$ cat src/rtl/karatsuba_seq16.sv
// Sequential 16x16->32 unsigned multiplier that reuses one combinational 8x8
// Karatsuba core for the four byte products, accumulating them over four cycles.

module karatsuba_core8 (
    input  logic [7:0]  i_x,
    input  logic [7:0]  i_y,
    output logic [15:0] o_p
);
    logic [7:0]  w_z0;
    logic [7:0]  w_z2;
    logic [4:0]  w_sx;
    logic [4:0]  w_sy;
    logic [9:0]  w_z1_full;
    logic [9:0]  w_z1;

    assign w_z0      = i_x[3:0] * i_y[3:0];
    assign w_z2      = i_x[7:4] * i_y[7:4];
    assign w_sx      = {1'b0, i_x[3:0]} + {1'b0, i_x[7:4]};
    assign w_sy      = {1'b0, i_y[3:0]} + {1'b0, i_y[7:4]};
    assign w_z1_full = w_sx * w_sy;
    // Middle term xL*yH + xH*yL recovered from one product; never negative.
    assign w_z1      = w_z1_full - {2'b00, w_z2} - {2'b00, w_z0};
    assign o_p       = {w_z2, 8'h00} + {2'b00, w_z1, 4'h0} + {8'h00, w_z0};
endmodule

module karatsuba_seq16 #(
    parameter bit ZERO_SKIP = 1'b1,
    parameter int CNT_W     = 16
) (
    input  logic             clk,
    input  logic             rst,
    input  logic             in_valid,
    output logic             in_ready,
    input  logic [15:0]      a,
    input  logic [15:0]      b,
    output logic             out_valid,
    input  logic             out_ready,
    output logic [31:0]      p,
    output logic             busy,
    output logic [CNT_W-1:0] op_count,
    output logic [1:0]       dbg_state
);
    // Handshakes: a transfer happens on a rising edge where valid and ready are
    // both 1; valid and its payload stay stable until that edge.
    localparam logic [1:0] ST_IDLE = 2'd0;
    localparam logic [1:0] ST_MUL  = 2'd1;
    localparam logic [1:0] ST_DONE = 2'd2;
    localparam logic [CNT_W-1:0] CNT_ONE = {{(CNT_W-1){1'b0}}, 1'b1};

    logic [1:0]       r_state;
    logic [1:0]       r_step;
    logic [15:0]      r_a;
    logic [15:0]      r_b;
    logic [31:0]      r_acc;
    logic [31:0]      r_p;
    logic [CNT_W-1:0] r_op_count;

    logic [7:0]  w_core_x;
    logic [7:0]  w_core_y;
    logic [15:0] w_core_p;
    logic [31:0] w_addend;
    logic [31:0] w_sum;
    logic        w_zero;

    // Step bit 1 picks the high byte of a, step bit 0 the high byte of b.
    assign w_core_x = r_step[1] ? r_a[15:8] : r_a[7:0];
    assign w_core_y = r_step[0] ? r_b[15:8] : r_b[7:0];

    karatsuba_core8 u_core (
        .i_x (w_core_x),
        .i_y (w_core_y),
        .o_p (w_core_p)
    );

    always_comb begin
        w_addend = 32'h0;
        case (r_step)
            2'd0:    w_addend = {16'h0000, w_core_p};
            2'd1,
            2'd2:    w_addend = {8'h00, w_core_p, 8'h00};
            default: w_addend = {w_core_p, 16'h0000};
        endcase
    end

    assign w_sum  = r_acc + w_addend;
    assign w_zero = ZERO_SKIP && ((r_a == 16'h0) || (r_b == 16'h0));

    always_ff @(posedge clk or posedge rst) begin
        if (rst) begin
            r_state    <= ST_IDLE;
            r_step     <= 2'd0;
            r_a        <= 16'h0;
            r_b        <= 16'h0;
            r_acc      <= 32'h0;
            r_p        <= 32'h0;
            r_op_count <= '0;
        end else begin
            case (r_state)
                ST_IDLE: begin
                    if (in_valid) begin
                        r_a     <= a;
                        r_b     <= b;
                        r_acc   <= 32'h0;
                        r_step  <= 2'd0;
                        r_state <= ST_MUL;
                    end
                end
                ST_MUL: begin
                    // Zero operand is detected on the first MUL edge, so the
                    // short path still spends exactly one cycle.
                    if ((r_step == 2'd0) && w_zero) begin
                        r_acc   <= 32'h0;
                        r_p     <= 32'h0;
                        r_state <= ST_DONE;
                    end else begin
                        r_acc  <= w_sum;
                        r_step <= r_step + 2'd1;
                        if (r_step == 2'd3) begin
                            r_p     <= w_sum;
                            r_state <= ST_DONE;
                        end
                    end
                end
                ST_DONE: begin
                    if (out_ready) begin
                        r_op_count <= r_op_count + CNT_ONE;
                        r_state    <= ST_IDLE;
                    end
                end
                default: r_state <= ST_IDLE;
            endcase
        end
    end

    assign in_ready  = (r_state == ST_IDLE);
    assign out_valid = (r_state == ST_DONE);
    assign busy      = (r_state != ST_IDLE);
    assign p         = r_p;
    assign op_count  = r_op_count;
    assign dbg_state = r_state;
endmodule
$ cat config.mk
export PLATFORM = sky130hd
export DESIGN_NAME = karatsuba_seq16
export DESIGN_NICKNAME = d
export VERILOG_FILES = /design/src/rtl/karatsuba_seq16.sv
export SDC_FILE = /design/constraint.sdc
export NUM_CORES = 1
export LEC_CHECK = 0
export CORE_MARGIN = 2
export CORE_UTILIZATION = 41
export DETAILED_ROUTE_END_ITERATION = 10
export HOLD_SLACK_MARGIN = 0.05
export PLACE_DENSITY = 0.7
export SETUP_SLACK_MARGIN = 0.2
export SLEW_MARGIN = 20
export SYNTH_ARGS = -nofsm -noshare
export SYNTH_HDL_FRONTEND = slang
export SYNTH_HIERARCHICAL = 1
export SYNTH_SLANG_ARGS = --single-unit
$ cat constraint.sdc
create_clock -name clk -period 19.66 [get_ports clk]
set_input_delay 1.966 -clock clk [delete_from_list [all_inputs] [get_ports clk]]
set_output_delay 1.966 -clock clk [all_outputs]
set_load 0.005 [all_outputs]
==> run summary <==
Status -> finished, final reports clean
Crit end category -> flop
Reg area -> 2903 um2
Register bit total from synthesis -> 116
Worst setup path class -> reg2reg
FF-to-FF Start -> r_step[0]
Worst EP required -> 19980 ps
Netlist cell types -> 75
TritonRoute pass-1 iters -> 7
Crit path time final -> 10240 ps
Vias in the first global route -> 7987
Post-synthesis mux area share -> 2.428%
Endpoints failing setup -> 0
XOR/XNOR Fraction of Synth Area -> 6.193%
Post-route cell area -> 11500 um2
Area Overhead vs Synth -> 18.13%
Core Region -> 23400 um2
Top cell type's share of synthesized area -> 29.81%
Critical Path AT -> 10560 ps
Most used cell, CP -> fa_1
Number of DRC markers in iteration 0 -> 579
WHS Path Cells -> 1
PortBufs -> 88
Post_cts resized -> 0
# IOs -> 89
First-pass GRT wire length -> 40.92 mm
Top area cells in the synthesized netlist -> dfrtp_1, ha_1, fa_1, nand2_1, a22o_1
Gr ovfl total -> 0
Num rows -> 56
Layout cell share with drive strength beyond 1 -> 7.404%
Hold Crit Class -> reg2reg
GRT Overall Usage -> 20.73%
Largest net degree at the start of global routing -> 76
Cell taking the most area after synthesis -> dfrtp_1
Synthesized cell area -> 9738 um2
Post-Syn Nets -> 1229
Count leader, synth -> nand2_1
Multi-input logic area -> 6379 um2
Final slew viol count -> 0
Number of antenna diodes -> 0
Dpl cell area -> 10850 um2
Adder-cell area share of the yosys netlist -> 19.63%
Cells after synthesis -> 1060
Post-CTS Hold Buffers -> 0
Max cap viols -> 0
Die height -> 158.1 um
Main flop type after synthesis -> dfrtp_1
Critical-path top delay cell -> dfrtp_1
Latest clock arrival within the worst-skew pair -> 430 ps
R2R Setup Slk -> 9420 ps
Top delay family on crit path -> adder cells
Initial core utilization -> 41.61%
CP peak stage delay -> 580 ps
Post-synth top cells -> nand2_1, dfrtp_1, ha_1, inv_1
Routed Antenna Nets -> 0
CTS tree -> done
Hold endpoint -> op_count[15]
CTS Buffer Depth -> 2
Synth Area in Compound Gates -> 19.20%
Post-synth EDFFs -> 0
Syn avg cell area -> 9.187 um2
Actual slew at the worst max-slew pin -> 1054 ps
Simple-Gate Fraction of Synth Area -> 17.96%
RePlAce Congestion -> 0.9361
Synth async-reset ratio -> 100.0%
DRC -> 0
Die area -> 25000 um2
Post-Route WL -> 24.94 mm
Yosys warnings -> 6
Unrepaired setup endpoints after global routing -> no
Clock Skew -> 18.08 ps
Min-delay src -> op_count[15]
Detail Placement HPWL -> 19.13 mm
Seq/Total Area, Yosys -> 29.81%
Worst-path maximum fanout -> 12
Via-to-Cell Ratio -> 5.474
Initial antenna violation count -> 0
Critical Path Start Type -> flop
Final Hold Vio Count -> 0
Slew margin rel. -> 29.53%
Final Cycle Share -> 52.09%
RR Endpoint -> p[30]
FF-to-FF path depth -> 37
Clk sink count -> 116
Highest clock rate -> 97.65 MHz
# fillers -> 2207
CTS Buf Count -> 17
CP bufs+invs -> 4
Root buffer cell -> clkbuf_16
Final #Nets -> 1304
Htree depth -> 4
Setup TNS -> 0 ps
Vias post-DR -> 8031
Die width -> 158.1 um
Post-CTS Setup Repair Bufs -> 0
Reg clk slew, reported paths -> 60 ps
Wire per inst -> 17.00 um
Largest family of logic cells by synthesized area -> adder cells
==> cell families after synthesis <==
group / Yosys count
adders and majority gates: 133
and+or+nand+nor: 370
muxes: 21
AOI/OAI and AO/OA: 250
DFF: 116
buffers and inverters: 102
xor gates and xnor gates: 68
==> layout make-up <==
| class | instances | share of cell area (%) |
|---|---|---|
| Multi-Input combinational cell | 842 | 55.45 |
| Tap cell | 319 | 3.470 |
| Clock buffer | 17 | 3.698 |
| Clock inverter | 15 | 1.893 |
| Timing Repair Buffer | 95 | 8.179 |
| Sequential cell | 116 | 25.23 |
| Inverter | 63 | 2.077 |
==> worst max path at each step <==
stage          cells after the start  startpoint  slack (ps)         to
2_1_floorplan                     38   r_step[0]       10360      p[30]
3_3_place_gp                      37   r_step[1]        9620      p[30]
3_5_place_dp                      37   r_step[0]        9470      p[30]
4_1_cts                           37   r_step[1]        9420      p[30]
5_1_grt                           37   r_step[1]        8720  r_acc[30]
6_report                          37   r_step[0]        9420      p[30]
==> cell usage in the layout (no fill, tap or decap), types with 11 or more instances in the layout <==
cell             instances
and2_1                  49
nand2_1                171
a22o_1                  49
o21a_1                  11
inv_1                   62
xor2_1                  27
clkbuf_16               17
o21ai_0                 33
nor2_1                  48
mux2_2                  17
fa_1                    33
a21o_1                  25
clkdlybuf4s50_1         88
xnor2_1                 40
ha_1                   100
nand4_1                 15
nor3_1                  14
dfrtp_1                116
nand3_1                 18
a21oi_1                 48
nor2b_1                 13
==> registers in the layout, indices dropped and copies added, names as in the netlist <==
register,cells
p,32
r_acc,32
op_count,16
r_a,16
r_b,16
dbg_state,2
r_step,2
==> per-layer routing <==
layer  global-route usage, %  routed length (um)  part of all wire (%)  up-vias
li1                        -                   -                     -     3904
met1                   28.52               11950                    48     3859
met2                   33.27               11390                    46      232
met3                   4.134                1159                   4.6       36
met4                   5.663                 438                   1.8        0
met5                       0                   0                     0        -
==> stage by stage <==
step           utilization (%)  cells  worst slack (ps)  hold WS (ps)
6_report                 49.16   1467              9419         480.9
4_1_cts                  49.09   1466              9417         485.0
3_3_place_gp             46.34   1434              9624         461.1
3_5_place_dp             46.34   1434              9474         476.6
5_1_grt                  49.16   1467              8718         502.4
2_1_floorplan                -   1060             10360         455.1
Power is left out: the tool's default activity adds up to more than one toggle a clock period on the data nets, which glitch-free logic cannot reach.
